--- src/rtl/dataint_crc_frame_ctrl.sv ---
// Frame sequencer in front of a cascaded CRC engine: streams beats into the
// engine, waits for its registered CRC, and returns {crc, byte length}.
//
// Ports:
//   i_clk, i_rst_n        clock, synchronous active-low reset
//   s_valid/s_ready       input beat handshake
//   s_data/s_bytes/s_last beat payload, tail lane count, end of frame
//   i_abort               drop the frame in progress
//   o_load_crc_start      engine seed pulse
//   o_load_from_cascade   engine load strobe
//   o_cascade_sel         one-hot lane count select (bit n-1 = n bytes)
//   o_data                engine data (pass-through of s_data)
//   i_crc                 engine registered CRC
//   m_valid/m_ready       result handshake
//   m_crc/m_len           captured CRC and saturating frame byte count
module dataint_crc_frame_ctrl #(
  parameter int DATA_WIDTH = 64,
  parameter int CHUNKS     = DATA_WIDTH / 8,
  parameter int CRC_WIDTH  = 64,
  parameter int LEN_WIDTH  = 16
) (
  input  logic                         i_clk,
  input  logic                         i_rst_n,
  input  logic                         s_valid,
  output logic                         s_ready,
  input  logic [DATA_WIDTH-1:0]        s_data,
  input  logic [$clog2(CHUNKS+1)-1:0]  s_bytes,
  input  logic                         s_last,
  input  logic                         i_abort,
  output logic                         o_load_crc_start,
  output logic                         o_load_from_cascade,
  output logic [CHUNKS-1:0]            o_cascade_sel,
  output logic [DATA_WIDTH-1:0]        o_data,
  input  logic [CRC_WIDTH-1:0]         i_crc,
  output logic                         m_valid,
  input  logic                         m_ready,
  output logic [CRC_WIDTH-1:0]         m_crc,
  output logic [LEN_WIDTH-1:0]         m_len
);

  localparam int NW = $clog2(CHUNKS + 1);
  localparam int SW = ((LEN_WIDTH > NW) ? LEN_WIDTH : NW) + 1;
  localparam logic [LEN_WIDTH-1:0] LEN_MAX = '1;

  typedef enum logic [2:0] {
    IDLE, START, DATA, FLUSH, CAPT, RESULT
  } state_e;

  state_e                 state_q, state_d;
  logic [LEN_WIDTH-1:0]   len_q, len_d;
  logic [CRC_WIDTH-1:0]   m_crc_q, m_crc_d;
  logic [LEN_WIDTH-1:0]   m_len_q, m_len_d;
  logic                   m_valid_q, m_valid_d;

  logic [NW-1:0]          n;
  logic [SW-1:0]          sum;
  logic [LEN_WIDTH-1:0]   len_sat;
  logic                   acc;

  // Lanes carried by the current beat; tail counts above CHUNKS clamp.
  always_comb begin
    n = NW'(CHUNKS);
    if (s_last && (s_bytes < NW'(CHUNKS))) begin
      n = s_bytes;
    end
  end

  always_comb begin
    sum     = SW'(len_q) + SW'(n);
    len_sat = (sum > SW'(LEN_MAX)) ? LEN_MAX : LEN_WIDTH'(sum);
  end

  // Abort wins over the beat: no accept and no engine strobe this cycle.
  assign s_ready             = (state_q == DATA) && !i_abort;
  assign acc                 = s_valid && s_ready;
  assign o_load_crc_start    = (state_q == START) && !i_abort;
  assign o_load_from_cascade = acc && (n != '0);
  assign o_data              = s_data;

  always_comb begin
    o_cascade_sel = '0;
    for (int i = 0; i < CHUNKS; i++) begin
      o_cascade_sel[i] = o_load_from_cascade && (n == NW'(i + 1));
    end
  end

  always_comb begin
    state_d   = state_q;
    len_d     = len_q;
    m_crc_d   = m_crc_q;
    m_len_d   = m_len_q;
    m_valid_d = m_valid_q;
    unique case (state_q)
      IDLE: begin
        if (s_valid) state_d = START;
      end
      START: begin
        len_d   = '0;
        state_d = i_abort ? IDLE : DATA;
      end
      DATA: begin
        if (i_abort) begin
          state_d = IDLE;
        end else if (acc) begin
          len_d = len_sat;
          if (s_last) state_d = FLUSH;
        end
      end
      // Engine register is updating; its output flop lags one more cycle.
      FLUSH: begin
        state_d = i_abort ? IDLE : CAPT;
      end
      CAPT: begin
        if (i_abort) begin
          state_d = IDLE;
        end else begin
          m_crc_d   = i_crc;
          m_len_d   = len_q;
          m_valid_d = 1'b1;
          state_d   = RESULT;
        end
      end
      RESULT: begin
        if (m_ready) begin
          m_valid_d = 1'b0;
          state_d   = IDLE;
        end
      end
      default: state_d = IDLE;
    endcase
  end

  always_ff @(posedge i_clk) begin
    if (!i_rst_n) begin
      state_q   <= IDLE;
      len_q     <= '0;
      m_crc_q   <= '0;
      m_len_q   <= '0;
      m_valid_q <= 1'b0;
    end else begin
      state_q   <= state_d;
      len_q     <= len_d;
      m_crc_q   <= m_crc_d;
      m_len_q   <= m_len_d;
      m_valid_q <= m_valid_d;
    end
  end

  assign m_valid = m_valid_q;
  assign m_crc   = m_crc_q;
  assign m_len   = m_len_q;

endmodule
--- config.mk ---
export PLATFORM = sky130hd
export DESIGN_NAME = dataint_crc_frame_ctrl
export DESIGN_NICKNAME = d
export VERILOG_FILES = /design/src/rtl/dataint_crc_frame_ctrl.sv
export SDC_FILE = /design/constraint.sdc
export NUM_CORES = 1
export LEC_CHECK = 0
export CAP_MARGIN = 40
export CORE_ASPECT_RATIO = 1.4
export CORE_MARGIN = 4
export CORE_UTILIZATION = 40
export DETAILED_ROUTE_END_ITERATION = 7
export HOLD_SLACK_MARGIN = 0.03
export PLACE_DENSITY = 0.88
export REMOVE_ABC_BUFFERS = 1
export SYNTH_ARGS = -nofsm -noshare
export SYNTH_HDL_FRONTEND = slang
export SYNTH_SLANG_ARGS = --single-unit
--- constraint.sdc ---
create_clock -name i_clk -period 3.51 [get_ports i_clk]
set_input_delay 0.702 -clock i_clk [delete_from_list [all_inputs] [get_ports i_clk]]
set_output_delay 0.702 -clock i_clk [all_outputs]
set_load 0.01 [all_outputs]
==> results of run 1 <==
==> sequential cells by signal, summed over array words and instances (netlist names) <==
signal / cells
len_q: 16
m_crc: 64
m_len: 16
m_valid: 1
state_q: 3
==> metal layers <==
metal  vias up  GRT usage  part of all wire
li1       2140          -                 -
met1      2002      0.221              0.27
met2       264      0.504              0.50
met3        41      0.206              0.16
met4         2      0.209             0.081
met5         -     0.0308            0.0013
==> power by group <==
group	total [W]	internal (W)	switching [W]
combinational	0.000168	0.0000992	0.0000687
sequential	0.00114	0.00114	0.00000802
clock	0.000992	0.000554	0.000438
==> Yosys cell counts, types with 2 or more instances <==
master    instances  share of area
or3_1             2         0.0026
nand2b_1          3         0.0040
dfxtp_1         100           0.42
and3_1            2         0.0026
nor4_1            6         0.0079
ha_1              3         0.0079
a211oi_1          3         0.0048
nor2b_1           3         0.0040
o31a_1            4         0.0074
nand3_1           6         0.0063
nor4b_1           2         0.0037
buf_4            64           0.10
o21ai_0          13          0.014
nand4_1           2         0.0026
clkbuf_1         18          0.014
a22o_1            3         0.0055
a21oi_1          89          0.094
clkbuf_2          2         0.0021
o311ai_0          5         0.0092
nor2_1           15          0.012
and2_1            3         0.0040
o211ai_2          2         0.0053
o21ai_1           2         0.0021
maj3_1            2         0.0042
xnor2_1           2         0.0037
o21bai_1          2         0.0032
buf_2            18          0.019
o22ai_1           3         0.0040
nand4b_1          2         0.0037
nand2_1         184           0.15
==> per-stage QoR <==
| step | area (sq um) | hold slack, ns |
|---|---|---|
| global placement | 6000 | 0.441 |
| detailed placement | 6000 | 0.446 |
| CTS | 6290 | 0.456 |
| global route | 6290 | 0.467 |
| floorplan | 4070 | 0.449 |
| finish | 6290 | 0.454 |
==> area by class of cell <==
| class | count | area share |
|---|---|---|
| clock buffers | 10 | 0.0364 |
| clock inverters | 6 | 0.0101 |
| inverters | 3 | 0.00219 |
| multi-input cells | 397 | 0.329 |
| flip-flops and latches | 100 | 0.318 |
| well taps | 144 | 0.0287 |
| repair buffers | 172 | 0.275 |
==> cells by family (layout without fill, tap and decap cells) <==
logic type               after synthesis  in the layout  share of synthesized area
adder cells (fa/ha/maj)                5              5                     0.0122
AO/OA/AOI/OAI                        146            146                      0.188
flip-flops                           100            100                      0.423
AND/OR/NAND/NOR                      244            244                      0.231
buffers and inverters                107            191                      0.143
XOR/XNOR                               2              2                    0.00370
==> worst max-delay path, stage by stage <==
cell and delay, ns:
clkdlybuf4s50_1 0.46, nor4b_4 0.30, and2_2 0.23, nand3_1 0.15
nor3_1 0.17, clkdlybuf4s50_1 0.56
==> worst max-delay path by stage <==
stage / end / slack (ns) / depth (start not counted)
floorplan: m_crc[0]$_SDFFE_PN0P_ / -0.75 / 3
global placement: o_cascade_sel[1] / 0.26 / 6
detailed placement: o_cascade_sel[1] / 0.21 / 6
CTS: o_cascade_sel[1] / 0.21 / 6
global route: o_cascade_sel[1] / 0.05 / 6
finish: o_cascade_sel[1] / 0.23 / 6
==> run summary, run 1 <==
===============================================================================================
Status ........................................................................... finished clean
DRC violations left ..............................................................            0
Violation count after the first detailed-routing iteration .......................          181
Routed vias ......................................................................         4449
Headroom to the max-slew limit ...................................................        0.410
Worst setup skew after layout ....................................................   0.00988 ns
Clock tree root driver cell ......................................................    clkbuf_16
Area of combinational cells with multiple inputs ................................. 0.00207 sq mm
Placement-stage worst setup slack ................................................     0.212 ns
CTS tree .........................................................................         done
Total of buffers placed on input and output ports ................................          165
Total congestion overflow after global routing ...................................            0
Non-Filler Instances .............................................................          832
Number of enable flip-flop cells after synthesis .................................            0
Largest fanout on the critical path ..............................................            4
RSZ-0062 raised after global routing .............................................           no
Shortest period the worst path allows ............................................      3.28 ns
Required time of the critical path ...............................................      2.81 ns
Die X-Extent .....................................................................       100 um
Class of the tightest hold or removal check ...................................... flip-flop to flip-flop
Cells resized by post-CTS repair .................................................            0
First-pass GRT wire length .......................................................     28100 um
Postcts setup bufs ...............................................................            0
Clock input transition at the sequential cells of the worst setup and hold paths .      0.06 ns
Largest net degree at the start of global routing ................................           87
Number of global-route vias before repair ........................................         4188
Most common cell after layout, fill and taps aside ...............................      nand2_1
Upper clock frequency limit ......................................................      305 MHz
Capture instance of the worst register-to-register path .......................... len_q[13]$_SDFFE_PN0P_
Signal arrival time at the worst endpoint ........................................      2.58 ns
Flops & latches, synth ...........................................................          100
Number of nets still failing antenna checks after routing ........................            0
Number of nets in the layout .....................................................          824
Number of antenna violations at the first check in global routing ................            0
Setup CP Type .................................................................... input pin to output port
Deepest level of the CTS H-tree ..................................................            3
Yosys cell types .................................................................           69
Cell leakage power ...............................................................      2.03 nW
Cell count after synthesis .......................................................          604
Final count of negative-setup-slack endpoints ....................................            0
Peak supply drop .................................................................       255 uV
Hold wc startpoint ............................................................... m_crc[47]$_SDFFE_PN0P_
Setup slack after layout .........................................................     0.229 ns
Final hold violation count .......................................................            0
Total Neg Setup Slack ............................................................         0 ns
Average footprint of a synthesized cell ..........................................   7.84 sq um
Share of flip-flops with an asynchronous set or reset after synthesis ............            0
Type of origin of the critical path ..............................................    input pin
Ratio of cells with drive above 1 in the final layout ............................       0.0610
Detailed-router iteration count before antenna repair ............................            4
Die height .......................................................................       137 um
HPWL after DPL ...................................................................     16900 um
Actual slew at the worst max-slew pin ............................................     0.884 ns
Area of the mapped netlist ....................................................... 0.00474 sq mm
Crit Reg-Reg Startpoint .......................................................... state_q[1]$_SDFFE_PN0P_
Portion of the post-synthesis area used by sequential elements ...................        0.423
Fill cell total of the finished layout ...........................................         1058
Area grow syn2layout .............................................................        32.8%
Kind of capture point of the worst setup path ....................................  output port
Total number of clock tree sinks .................................................          100
Detailed Route WL ................................................................     20700 um
Minimum setup slack among reg-to-reg paths .......................................      1.47 ns
Most frequently used flop master after synthesis .................................      dfxtp_1
Total power density per cell area ................................................  366 mW/mm^2
Die Outline Area ................................................................. 0.0137 sq mm
Core area ........................................................................ 0.0115 sq mm
Finished Core Util ...............................................................        0.549
CTS max path bufs ................................................................            2
Inst Count DP ....................................................................          816
Via-per-instance ratio ...........................................................         5.35
Highest-count cells in the layout ignoring fill and taps ......................... 184 x nand2_1, 165 x clkdlybuf4s50_1, 100 x dfxtp_1
Clock buffer count from CTS ......................................................            9
Register Area .................................................................... 0.00200 sq mm
Initial cell density of the core .................................................        0.414
Fin. max-slew vios ...............................................................            0
Post-detailed-route wirelength per cell ..........................................      24.9 um
Worst-case reg-to-reg path depth .................................................            6
Post-CTS Hold Buffers ............................................................            0
Final Wtd Congestion .............................................................        0.913
Clock network latency to the later pin of the worst-skew pair ....................      0.34 ns
Number of antenna repair diodes ..................................................            0
Total Power ......................................................................    0.00230 W
Number of max-capacitance violations reported ....................................            0
Worst hold stages ................................................................            2
Synthesis Warnings ...............................................................            0
GRT Total Usage ..................................................................        0.292
Share of the clock period used by the worst path .................................        0.935
Row count ........................................................................           46
Endpoint of the worst hold-timing path ........................................... m_crc[47]$_SDFFE_PN0P_
Top-level I/O count ..............................................................          294
Critical path launch point .......................................................      i_abort
===============================================================================================
No activity file was read; power rests on OpenSTA's default activity.
==> run 2: changes to the inputs <==
--- a/config.mk
+++ b/config.mk
@@ -8,10 +8,10 @@
 export CAP_MARGIN = 40
 export CORE_ASPECT_RATIO = 1.4
 export CORE_MARGIN = 4
-export CORE_UTILIZATION = 40
+export CORE_UTILIZATION = 37
 export DETAILED_ROUTE_END_ITERATION = 7
 export HOLD_SLACK_MARGIN = 0.03
-export PLACE_DENSITY = 0.88
+export PLACE_DENSITY = 0.83
 export REMOVE_ABC_BUFFERS = 1
 export SYNTH_ARGS = -nofsm -noshare
 export SYNTH_HDL_FRONTEND = slang
==> constraint.sdc (replaced) <==
create_clock -name i_clk -period 3.7 [get_ports i_clk]
set_input_delay 0.74 -clock i_clk [delete_from_list [all_inputs] [get_ports i_clk]]
set_output_delay 0.74 -clock i_clk [all_outputs]
set_load 0.01 [all_outputs]
==> run 2 against run 1 <==
  * Clock-buffer cell count shrank 1
  * Clock power up 11%
  * Critical path type unchanged
  * Critical endpoint is now o_cascade_sel[0]
  * Worst hold slack gained 0.0012 ns
  * Cell count increased by 0.84%
  * Highest routed layer is now met4
  * Utilization shrank 3.8 points
  * Die area is 7.5% higher
  * Sequential power down 4%
  * Sequential share of layout area decreased by 0.33 points
  * Sequential cell count unchanged
  * Worst setup slack gained 0.12 ns
  * Total power up 1.6%
  * Non-clock buffer count rose by 1
==> run summary, run 2 (same netlist as run 1, synthesis figures left out) <==
===============================================================================================
Capture instance of the worst register-to-register path .......................... len_q[7]$_SDFFE_PN0P_
Total of buffers placed on input and output ports ................................          165   unchanged
Clock buffer count from CTS ......................................................            9   unchanged
Number of nets in the layout .....................................................          825   +0.12%
Total power density per cell area ................................................  369 mW/mm^2   +0.58%
Deepest level of the CTS H-tree ..................................................            3   unchanged
Upper clock frequency limit ......................................................      298 MHz
Status ........................................................................... finished clean
Largest net degree at the start of global routing ................................           81   -6.9%
Switching power as a share of total power ........................................        0.214   -0.00963
CTS tree .........................................................................         done
Number of max-capacitance violations reported ....................................            0   unchanged
Shortest period the worst path allows ............................................      3.35 ns
Post-CTS Hold Buffers ............................................................            0   unchanged
Most common cell after layout, fill and taps aside ...............................      nand2_1
Headroom to the max-slew limit ...................................................        0.411   +0.000908
Worst path cell trace ............................................................ clkdlybuf4s50_1 > nor4b_4 > nand2_1 > nor4_1 > clkdlybuf4s50_1
Initial cell density of the core .................................................        0.381   -0.0326
Ratio of cells with drive above 1 in the final layout ............................       0.0639   +0.00281
Cell leakage power ...............................................................      2.07 nW   +1.8%
Setup slack after layout .........................................................     0.346 ns   +0.117 ns
RSZ-0062 raised after global routing .............................................           no
DRC violations left ..............................................................            0   unchanged
Minimum setup slack among reg-to-reg paths .......................................      1.65 ns   +0.18 ns
Net switching power figure .......................................................   0.000501 W   -2.8%
Kind of capture point of the worst setup path ....................................  output port
Detailed Route WL ................................................................     20700 um   -0.13%
Largest register FFs .............................................................           64   unchanged
Internal power of the cells ......................................................    0.00184 W   +2.9%
Placement-stage worst setup slack ................................................     0.332 ns   +0.119 ns
Number of global-route vias before repair ........................................         3928   -6.2%
Area grow syn2layout .............................................................        34.1%
Worst hold stages ................................................................            2   unchanged
Die Outline Area ................................................................. 0.0147 sq mm   +7.5%
Total number of clock tree sinks .................................................          100   unchanged
Share of the clock period used by the worst path .................................        0.906
Crit Reg-Reg Startpoint .......................................................... len_q[4]$_SDFFE_PN0P_
Class of the tightest hold or removal check ...................................... flip-flop to flip-flop
Endpoint of the worst hold-timing path ........................................... m_crc[7]$_SDFFE_PN0P_
Cell repeated most along the worst path .......................................... clkdlybuf4s50_1
Row count ........................................................................           48   +4.3%
First-pass GRT wire length .......................................................     28900 um   +2.8%
Detailed-router iteration count before antenna repair ............................            4   unchanged
Sequential share of power ........................................................        0.464   -0.033
Type of origin of the critical path ..............................................    input pin
Fin. max-slew vios ...............................................................            0   unchanged
Largest fanout on the critical path ..............................................           11   +7
Top-level I/O count ..............................................................          294   unchanged
Cells resized by post-CTS repair .................................................            0   unchanged
Die height .......................................................................       142 um   +3.7%
Signal arrival time at the worst endpoint ........................................      2.61 ns   +0.03 ns
HPWL after DPL ...................................................................     16900 um   +0.11%
Actual slew at the worst max-slew pin ............................................     0.883 ns   -0.00136 ns
Clock network latency to the later pin of the worst-skew pair ....................      0.34 ns   about the same
CP max-delay cell ................................................................ clkdlybuf4s50_1
Final Wtd Congestion .............................................................        0.899   -1.6%
Final hold violation count .......................................................            0   unchanged
Setup CP Type .................................................................... input pin to output port
Total congestion overflow after global routing ...................................            0   unchanged
CTS max path bufs ................................................................            2   unchanged
Critical path launch point .......................................................      i_abort
Part of the power in the clock network ...........................................        0.468   +0.038
Via-per-instance ratio ...........................................................         5.23   -2.2%
Number of antenna repair diodes ..................................................            0   unchanged
Clock tree root driver cell ......................................................    clkbuf_16
Worst setup skew after layout ....................................................   0.00827 ns   -0.00161 ns
Number of nets still failing antenna checks after routing ........................            0   unchanged
Routed vias ......................................................................         4388   -1.4%
Postcts setup bufs ...............................................................            0   unchanged
Required time of the critical path ...............................................      2.96 ns   +0.15 ns
Post-detailed-route wirelength per cell ..........................................      24.7 um   -0.97%
Violation count after the first detailed-routing iteration .......................          210   +16%
Peak supply drop .................................................................       190 uV   -26%
Number of antenna violations at the first check in global routing ................            0   unchanged
Highest-count cells in the layout ignoring fill and taps ......................... 184 x nand2_1, 165 x clkdlybuf4s50_1, 100 x dfxtp_1
Worst path max stage delay .......................................................      0.59 ns   +0.03 ns
Die X-Extent .....................................................................       104 um   +3.7%
Total Power ......................................................................    0.00234 W   +1.6%
Hold wc startpoint ............................................................... m_crc[7]$_SDFFE_PN0P_
Worst-case reg-to-reg path depth .................................................            5   -1
Clock input transition at the sequential cells of the worst setup and hold paths .      0.07 ns   about the same
Core area ........................................................................ 0.0124 sq mm   +8.5%
Final count of negative-setup-slack endpoints ....................................            0   unchanged
Power share of the combinational group ...........................................        0.068   -0.005
GRT Total Usage ..................................................................        0.273   -0.0191
===============================================================================================
-- run 2: cell type report --
type,instances,area (sq um)
Clock buffer,9,225
Clock inverter,7,123
Fill cell,1181,6080
Inverter,3,13.8
Multi-Input combinational cell,397,2070
Sequential cell,100,2000
Tap cell,150,188
Timing Repair Buffer,173,1730
-- run 2: metrics by stage --
step / instance area, sq um / TNS, ns / utilization / instances / hold WS [ns]
global placement: 5980 / 0 / 0.481 / 822 / 0.441
CTS: 6350 / 0 / 0.511 / 839 / 0.455
global route: 6350 / 0 / 0.511 / 839 / 0.467
finish: 6350 / 0 / 0.511 / 839 / 0.455
floorplan: 4070 / -48.16 / - / 500 / 0.449
detailed placement: 6010 / 0 / 0.483 / 823 / 0.446
-- run 2: power by group through the flow --
stage	Sequential, W	Clock, W	Combinational (W)
floorplan	0.00111	0	0.0000474
global placement	0.00111	0	0.000154
detailed placement	0.00111	0	0.000159
CTS	0.00109	0.00112	0.000161
global route	0.00109	0.00116	0.000173
finish	0.00109	0.00110	0.000160
-- run 2: per-layer routing --
metal  up-vias  part of all wire  global-route usage
met1      1973              0.24               0.191
met5         -                 0                   0
met2       257              0.52               0.497
met3        23              0.19               0.252
li1       2135                 -                   -
met4         0             0.037               0.109
-- run 2: worst max-delay path by stage --
stage               slack (ns)  depth (start not counted)                    end
floorplan                -0.60                          3  m_crc[0]$_SDFFE_PN0P_
global placement          0.35                          5       o_cascade_sel[3]
detailed placement        0.33                          5       o_cascade_sel[0]
CTS                       0.33                          5       o_cascade_sel[0]
global route              0.18                          5       o_cascade_sel[0]
finish                    0.35                          5       o_cascade_sel[0]
-- run 2: worst max-delay path, delay by kind of cell --
family / cells / cell delay, ns
simple gates: 3 / 0.82
buf+inv: 2 / 1.04
